**src/rtl/onchip_mem_arbiter.sv**
```systemverilog
// Two-master arbiter in front of a single-port byte-enabled on-chip RAM.
// Grants at most one access per cycle. The losing master is stalled with
// waitrequest. Read data comes back one cycle after the grant and is tagged
// with the owner's readdatavalid.
module onchip_mem_arbiter #(
   parameter int ADDR_W     = 10,
   parameter int DATA_W     = 32,
   parameter int BE_W       = 4,
   parameter bit FIXED_PRIO = 1'b0
) (
   input  logic              clk,
   input  logic              reset,
   input  logic [ADDR_W-1:0] m0_address,
   input  logic [BE_W-1:0]   m0_byteenable,
   input  logic              m0_read,
   input  logic              m0_write,
   input  logic [DATA_W-1:0] m0_writedata,
   output logic              m0_waitrequest,
   output logic [DATA_W-1:0] m0_readdata,
   output logic              m0_readdatavalid,
   input  logic [ADDR_W-1:0] m1_address,
   input  logic [BE_W-1:0]   m1_byteenable,
   input  logic              m1_read,
   input  logic              m1_write,
   input  logic [DATA_W-1:0] m1_writedata,
   output logic              m1_waitrequest,
   output logic [DATA_W-1:0] m1_readdata,
   output logic              m1_readdatavalid,
   output logic [ADDR_W-1:0] mem_address,
   output logic [BE_W-1:0]   mem_byteenable,
   output logic              mem_chipselect,
   output logic              mem_write,
   output logic [DATA_W-1:0] mem_writedata,
   output logic              mem_clken,
   input  logic [DATA_W-1:0] mem_readdata
);

   typedef enum logic {
      M0 = 1'b0,
      M1 = 1'b1
   } master_e;

   master_e last_grant;
   master_e rd_owner;
   master_e winner;
   logic    rd_vld;
   logic    req0;
   logic    req1;
   logic    grant;
   logic    sel_write;

   // Pick the winner: a lone requester wins; on conflict m0 wins under fixed
   // priority, otherwise whichever master was not granted last.
   always_comb begin
      req0   = m0_read | m0_write;
      req1   = m1_read | m1_write;
      grant  = ~reset & (req0 | req1);
      winner = M0;
      if (req0 && req1) begin
         if (FIXED_PRIO || last_grant == M1) begin
            winner = M0;
         end else begin
            winner = M1;
         end
      end else if (req1) begin
         winner = M1;
      end
   end

   // Steer the granted master onto the RAM port; m0 drives it when idle.
   always_comb begin
      mem_address    = m0_address;
      mem_byteenable = m0_byteenable;
      mem_writedata  = m0_writedata;
      sel_write      = m0_write;
      if (grant && winner == M1) begin
         mem_address    = m1_address;
         mem_byteenable = m1_byteenable;
         mem_writedata  = m1_writedata;
         sel_write      = m1_write;
      end
   end

   assign mem_chipselect = grant;
   assign mem_write      = grant & sel_write;
   assign mem_clken      = 1'b1;

   assign m0_waitrequest = ~(grant && winner == M0);
   assign m1_waitrequest = ~(grant && winner == M1);

   // Track the last winner and the read issued this cycle for next-cycle return.
   always_ff @(posedge clk) begin
      if (reset) begin
         rd_vld     <= 1'b0;
         rd_owner   <= M0;
         last_grant <= M1;
      end else begin
         rd_vld <= grant & ~sel_write;
         if (grant) begin
            last_grant <= winner;
         end
         if (grant && !sel_write) begin
            rd_owner <= winner;
         end
      end
   end

   // rd_vld still holds a read granted just before reset rises, so the
   // strobe is also gated by reset to discard that response.
   assign m0_readdatavalid = rd_vld & ~reset & (rd_owner == M0);
   assign m1_readdatavalid = rd_vld & ~reset & (rd_owner == M1);
   assign m0_readdata      = mem_readdata;
   assign m1_readdata      = mem_readdata;

endmodule

```
**config.mk**
```make
export PLATFORM = sky130hd
export DESIGN_NAME = onchip_mem_arbiter
export DESIGN_NICKNAME = d
export VERILOG_FILES = /design/src/rtl/onchip_mem_arbiter.sv
export SDC_FILE = /design/constraint.sdc
export NUM_CORES = 1
export LEC_CHECK = 0
export BUFFER_PORTS_ARGS = -buffer_cell sky130_fd_sc_hd__buf_2
export CORE_AREA = 2 2 97 99
export CTS_CLUSTER_SIZE = 28
export DETAILED_ROUTE_END_ITERATION = 6
export DIE_AREA = 0 0 99 101
export HOLD_SLACK_MARGIN = 0.05
export PLACE_DENSITY = 0.47
export REMOVE_ABC_BUFFERS = 1
export SYNTH_ARGS = -nofsm -noshare
export SYNTH_HDL_FRONTEND = slang
export SYNTH_SLANG_ARGS = --single-unit
export TNS_END_PERCENT = 1
```
**constraint.sdc**
```tcl
create_clock -name clk -period 4.1 [get_ports clk]
set_input_delay 0.41 -clock clk [delete_from_list [all_inputs] [get_ports clk]]
set_output_delay 0.41 -clock clk [all_outputs]
set_load 0.03 [all_outputs]
```
* Word level (Yosys, flattened, before mapping)
Index checks and enable logic that the tools add are counted.
Storage, ports and cells: register bits after elaboration 3, input port bits 130, output and inout port bits 117, word-level logic and storage cells 30
Operators by class: muxes and demuxes 7, bitwise logic cells 15, reduce and logical (&&, ||, !) cells 5
Operators with widths (number):
- two-way mux 32 bit | 1
- two-way mux 10 bit | 1
- AND 1 bit | 6
- NOT 1 bit | 6
- logical AND 1 bit | 4
- two-way mux 1 bit | 4
- two-way mux 4 bit | 1
- OR 1 bit | 3
- logical NOT 1 bit | 1

* Depth between registers and ports, before layout
depth after elaboration 7, gate-level depth with buffers 7, mapped depth without buffers 4

* Worst setup path after synthesis
No wires, ideal clock.
kind input to output, start point in reset, end point out mem_write, arrival 1.871 ns, required time 3.690 ns, slack 1.819 ns, stages 7, path buffers 4, cell sequence clkbuf_1 -> or3_1 -> clkbuf_1 -> buf_6 -> buf_8 -> mux2i_1 -> nor2_1
On the way: cells in the longest elaborated chain, start to end 5
Ends and longest elaborated chain:
- from (decl) | line 12 | input logic reset,
- NOT 1 bit (*) | line 57 | grant = ~reset & (req0 | req1);
- AND 1 bit (*) | line 57
- logical AND 1 bit | line 76 | if (grant && winner == M1) begin
- two-way mux 1 bit | line 76
- AND 1 bit (*) | line 85 | assign mem_write = grant & sel_write;
- to (decl) | line 32 | output logic mem_write,
Every way passes the cells marked *; elsewhere a longest branch is shown, timed or not.

* Worst setup path after layout
start point in m0_write, end point out mem_address[4]
On the way: cells in the longest elaborated chain, start to end 5, elaborated cells on any way between the ends 7, classes of those cells mux (2); bitwise (3); reduce/logical (2)
Ends and longest elaborated chain:
- from (decl) | line 16 | input logic m0_write,
- OR 1 bit (*) | line 55 | req0 = m0_read | m0_write;
- OR 1 bit / logical AND 1 bit (equally long branches) | line 57, 59
- AND 1 bit / two-way mux 1 bit (equally long branches) | line 57, 59
- logical AND 1 bit (*) | line 76
- two-way mux 10 bit (*) | line 76
- to (decl) | line 29 | output logic [ADDR_W-1:0] mem_address,
Marked as above.

==> impl_metrics.py <==
metrics = {
    "power": {
        "power_frac_comb": 0.676,
        "cellLeakagePower_nw": 0.925,
        "peakVddDrop_mv": 0.0438,
        "clkPwrFrac": 0.232,
        "p_switching_mw": 0.159,
        "netSwitchingFraction": 0.439,
        "p_per_area_nw_per_um2": 218,
        "pwr-share-seq": 0.092,
        "p_int_mw": 0.204,
    },
    "setup_path": {
        "crit_top_cell": "buf_2",
        "end_kind": "output pin",
        "ff2ff_setup_slack_ps": 2390,
        "cpLargestDelayFamily": "simple AND/OR/NAND/NOR gates",
        "worstSetupPathType": "in2out",
        "crit_required_ps": 3690,
        "max_stage_delay_ps": 870,
        "start_kind": "primary input",
        "crit_chain": "buf_2 > o21a_1 > or3_2 > mux2_4 > buf_2",
        "crit_buf_inv": 2,
        "crit_slowest_cell": "or3_2",
        "worstPathMaxFanout": 49,
        "arrival_ps": 2280,
    },
    "hold_path": {
        "hold_path.class": "in2reg",
    },
    "cells_and_area": {
        "final_area_um2": 1660,
        "fin_nets": 355,
        "drive_above_1_share": 0.888,
        "stdcell_count": 335,
        "antenna_cells": 0,
        "area_growth_pct": 31.0,
    },
    "clock_tree": {
        "cts-resized-gates": 0,
        "clk_path_buf_depth": 2,
        "path_clk_slew_ps": 30,
        "post-cts-setup-buffers": 0,
        "numCtsBuffers": 3,
        "insertion_delay_ps": 210,
        "htree_levels": 1,
        "cts_hold_buf": 0,
        "clkSinkCount": 3,
        "cts_tree": "built",
        "cts_root_buf": "clkbuf_8",
    },
    "route": {
        "viasPerCell": 4.11,
        "drt_pre_antenna_iters": 4,
        "drt-initial-drc-count": 38,
        "wire_per_inst_um": 17.3,
        "vias": 1378,
        "drc": 0,
        "antenna_left": 0,
        "drt_wl_total_um": 5800,
    },
    "yosys": {
        "synth_cell_types": 22,
        "synth.avg_cell_area_um2": 8.88,
        "synth_warnings": 0,
        "synthTopCellsByArea": "buf_4 (38%), mux2_2 (35%), mux2_4 (8.3%), dfxtp_1 (4.7%), mux2i_1 (1.6%)",
        "synth-seq-cells": 3,
        "synth_top_area_frac": 0.384,
        "syn_area_um2": 1270,
        "synthCells": 143,
        "yosysTopAreaCell": "buf_4",
        "ys_seq_area_frac": 0.0473,
    },
    "floorplanning": {
        "die_w_um": 99,
        "num_rows": 35,
        "ios": 247,
        "die_height_um": 101,
        "initial_utilization": 0.141,
        "fp.dieArea_um2": 10000,
        "core_um2": 8980,
    },
    "placed_design": {
        "place_ws_ps": 1400,
        "place_congestion": 0.745,
        "numPortBuffers": 149,
        "dp.cells": 331,
        "dp_hpwl_um": 4930,
        "dpl_cell_area_um2": 1620,
    },
    "run": {
        "max-cap-violations": 0,
    },
    "global_routing": {
        "grt_first_pass_wirelength_um": 7270,
        "grt_pass1_vias": 1233,
        "grt_start_max_net_pins": 50,
        "antenna_found_initial": 0,
        "grtUsageTotal": 0.101,
        "grt-ovfl-total": 0,
    },
    "timing": {
        "fin_crit_sh": 0.655,
        "skew_ps": 2.07,
        "worstMarginPinSlew_ps": 1130,
        "worst_slack_ps": 1410,
        "setup_violations": 0,
        "tns_ps": 0,
        "grt_setup_unrepaired": "false",
        "max_freq_mhz": 372,
        "hold_violations": 0,
        "period_needed_ps": 2690,
        "slew_viol_final": 0,
        "max_slew_margin": 0.245,
    },
    "run_status": {
        "status": "complete, no violations",
    },
}
-- cells in the final DEF (no fill, tap or decap), drive strengths merged, types with 2 or more instances in the layout --
cell and count:
buf 149, dfxtp 3, nor2 5, a21oi 2
nand2b 3, mux2 46, clkbuf 4, mux2i 2
-- cell usage after synthesis (all sizes together) --
| master | count |
|---|---|
| buf | 70 |
| mux2 | 46 |
| nor2 | 5 |
| dfxtp | 3 |
| nand2b | 3 |
| a21oi | 2 |
| clkbuf | 2 |
| mux2i | 2 |
| a31oi | 1 |
| and3b | 1 |
| conb | 1 |
| inv | 1 |
| nor3 | 1 |
| nor3b | 1 |
| o21a | 1 |
| o21ai | 1 |
| o21bai | 1 |
| or3 | 1 |
-- cell type report --
type | count | area (um2)
multi-input combinational | 67 | 671
inverter | 1 | 3.75
sequential | 3 | 60.1
tap | 111 | 139
clock buffer | 4 | 45.0
timing repair buffer | 149 | 746
fill | 988 | 7310
-- metal layers --
layer	part of all wire	global-route usage
met1	0.34	0.104
met2	0.37	0.120
met3	0.29	0.130
met4	0.0017	0.0169
met5	0	0.0615
-- flip-flops by register name (all words and copies together), names as in the netlist --
signal      cells
rd_vld          1
last_grant      1
rd_owner        1
-- per-stage QoR --
step / total power [mW] / hold slack, ps / util
after floorplan: 0.194 / 461 / -
after global placement: 0.280 / 488 / 0.180
after detailed placement: 0.282 / 497 / 0.180
after CTS: 0.369 / 478 / 0.185
after global routing: 0.388 / 487 / 0.185
final: 0.363 / 487 / 0.185
-- power by group through the flow --
stage	combinational [mW]	sequential, mW	clock, mW
after floorplan	0.161	0.0331	0
after detailed placement	0.248	0.0337	0
final	0.245	0.0334	0.0842
after global routing	0.262	0.0337	0.0923
after CTS	0.248	0.0333	0.0875
after global placement	0.246	0.0337	0
-- worst register-to-register path, cell delays in order (launching register included) --
cell and delay, ps:
dfxtp_1 390, o21a_1 160, or3_2 850, mux2i_1 140
-- cell families after synthesis --
kind of cell	Yosys count	synth area share
buffers and inverters	73	0.426
multiplexers	48	0.444
flip-flops	3	0.0473
AO/OA/AOI/OAI	6	0.0286
other	1	0.00295
AND/OR/NAND/NOR	12	0.0512
-- final timing paths --
check | from | end | cells past startpoint
min | m1_read | last_grant$_SDFFE_PP1P_ | 3
max reg2reg | last_grant$_SDFFE_PP1P_ | rd_owner$_SDFFE_PP0P_ | 3
max | m0_write | mem_address[4] | 5
min reg2reg | rd_owner$_SDFFE_PP0P_ | rd_owner$_SDFFE_PP0P_ | 2
(Power assumes the default switching activity.)
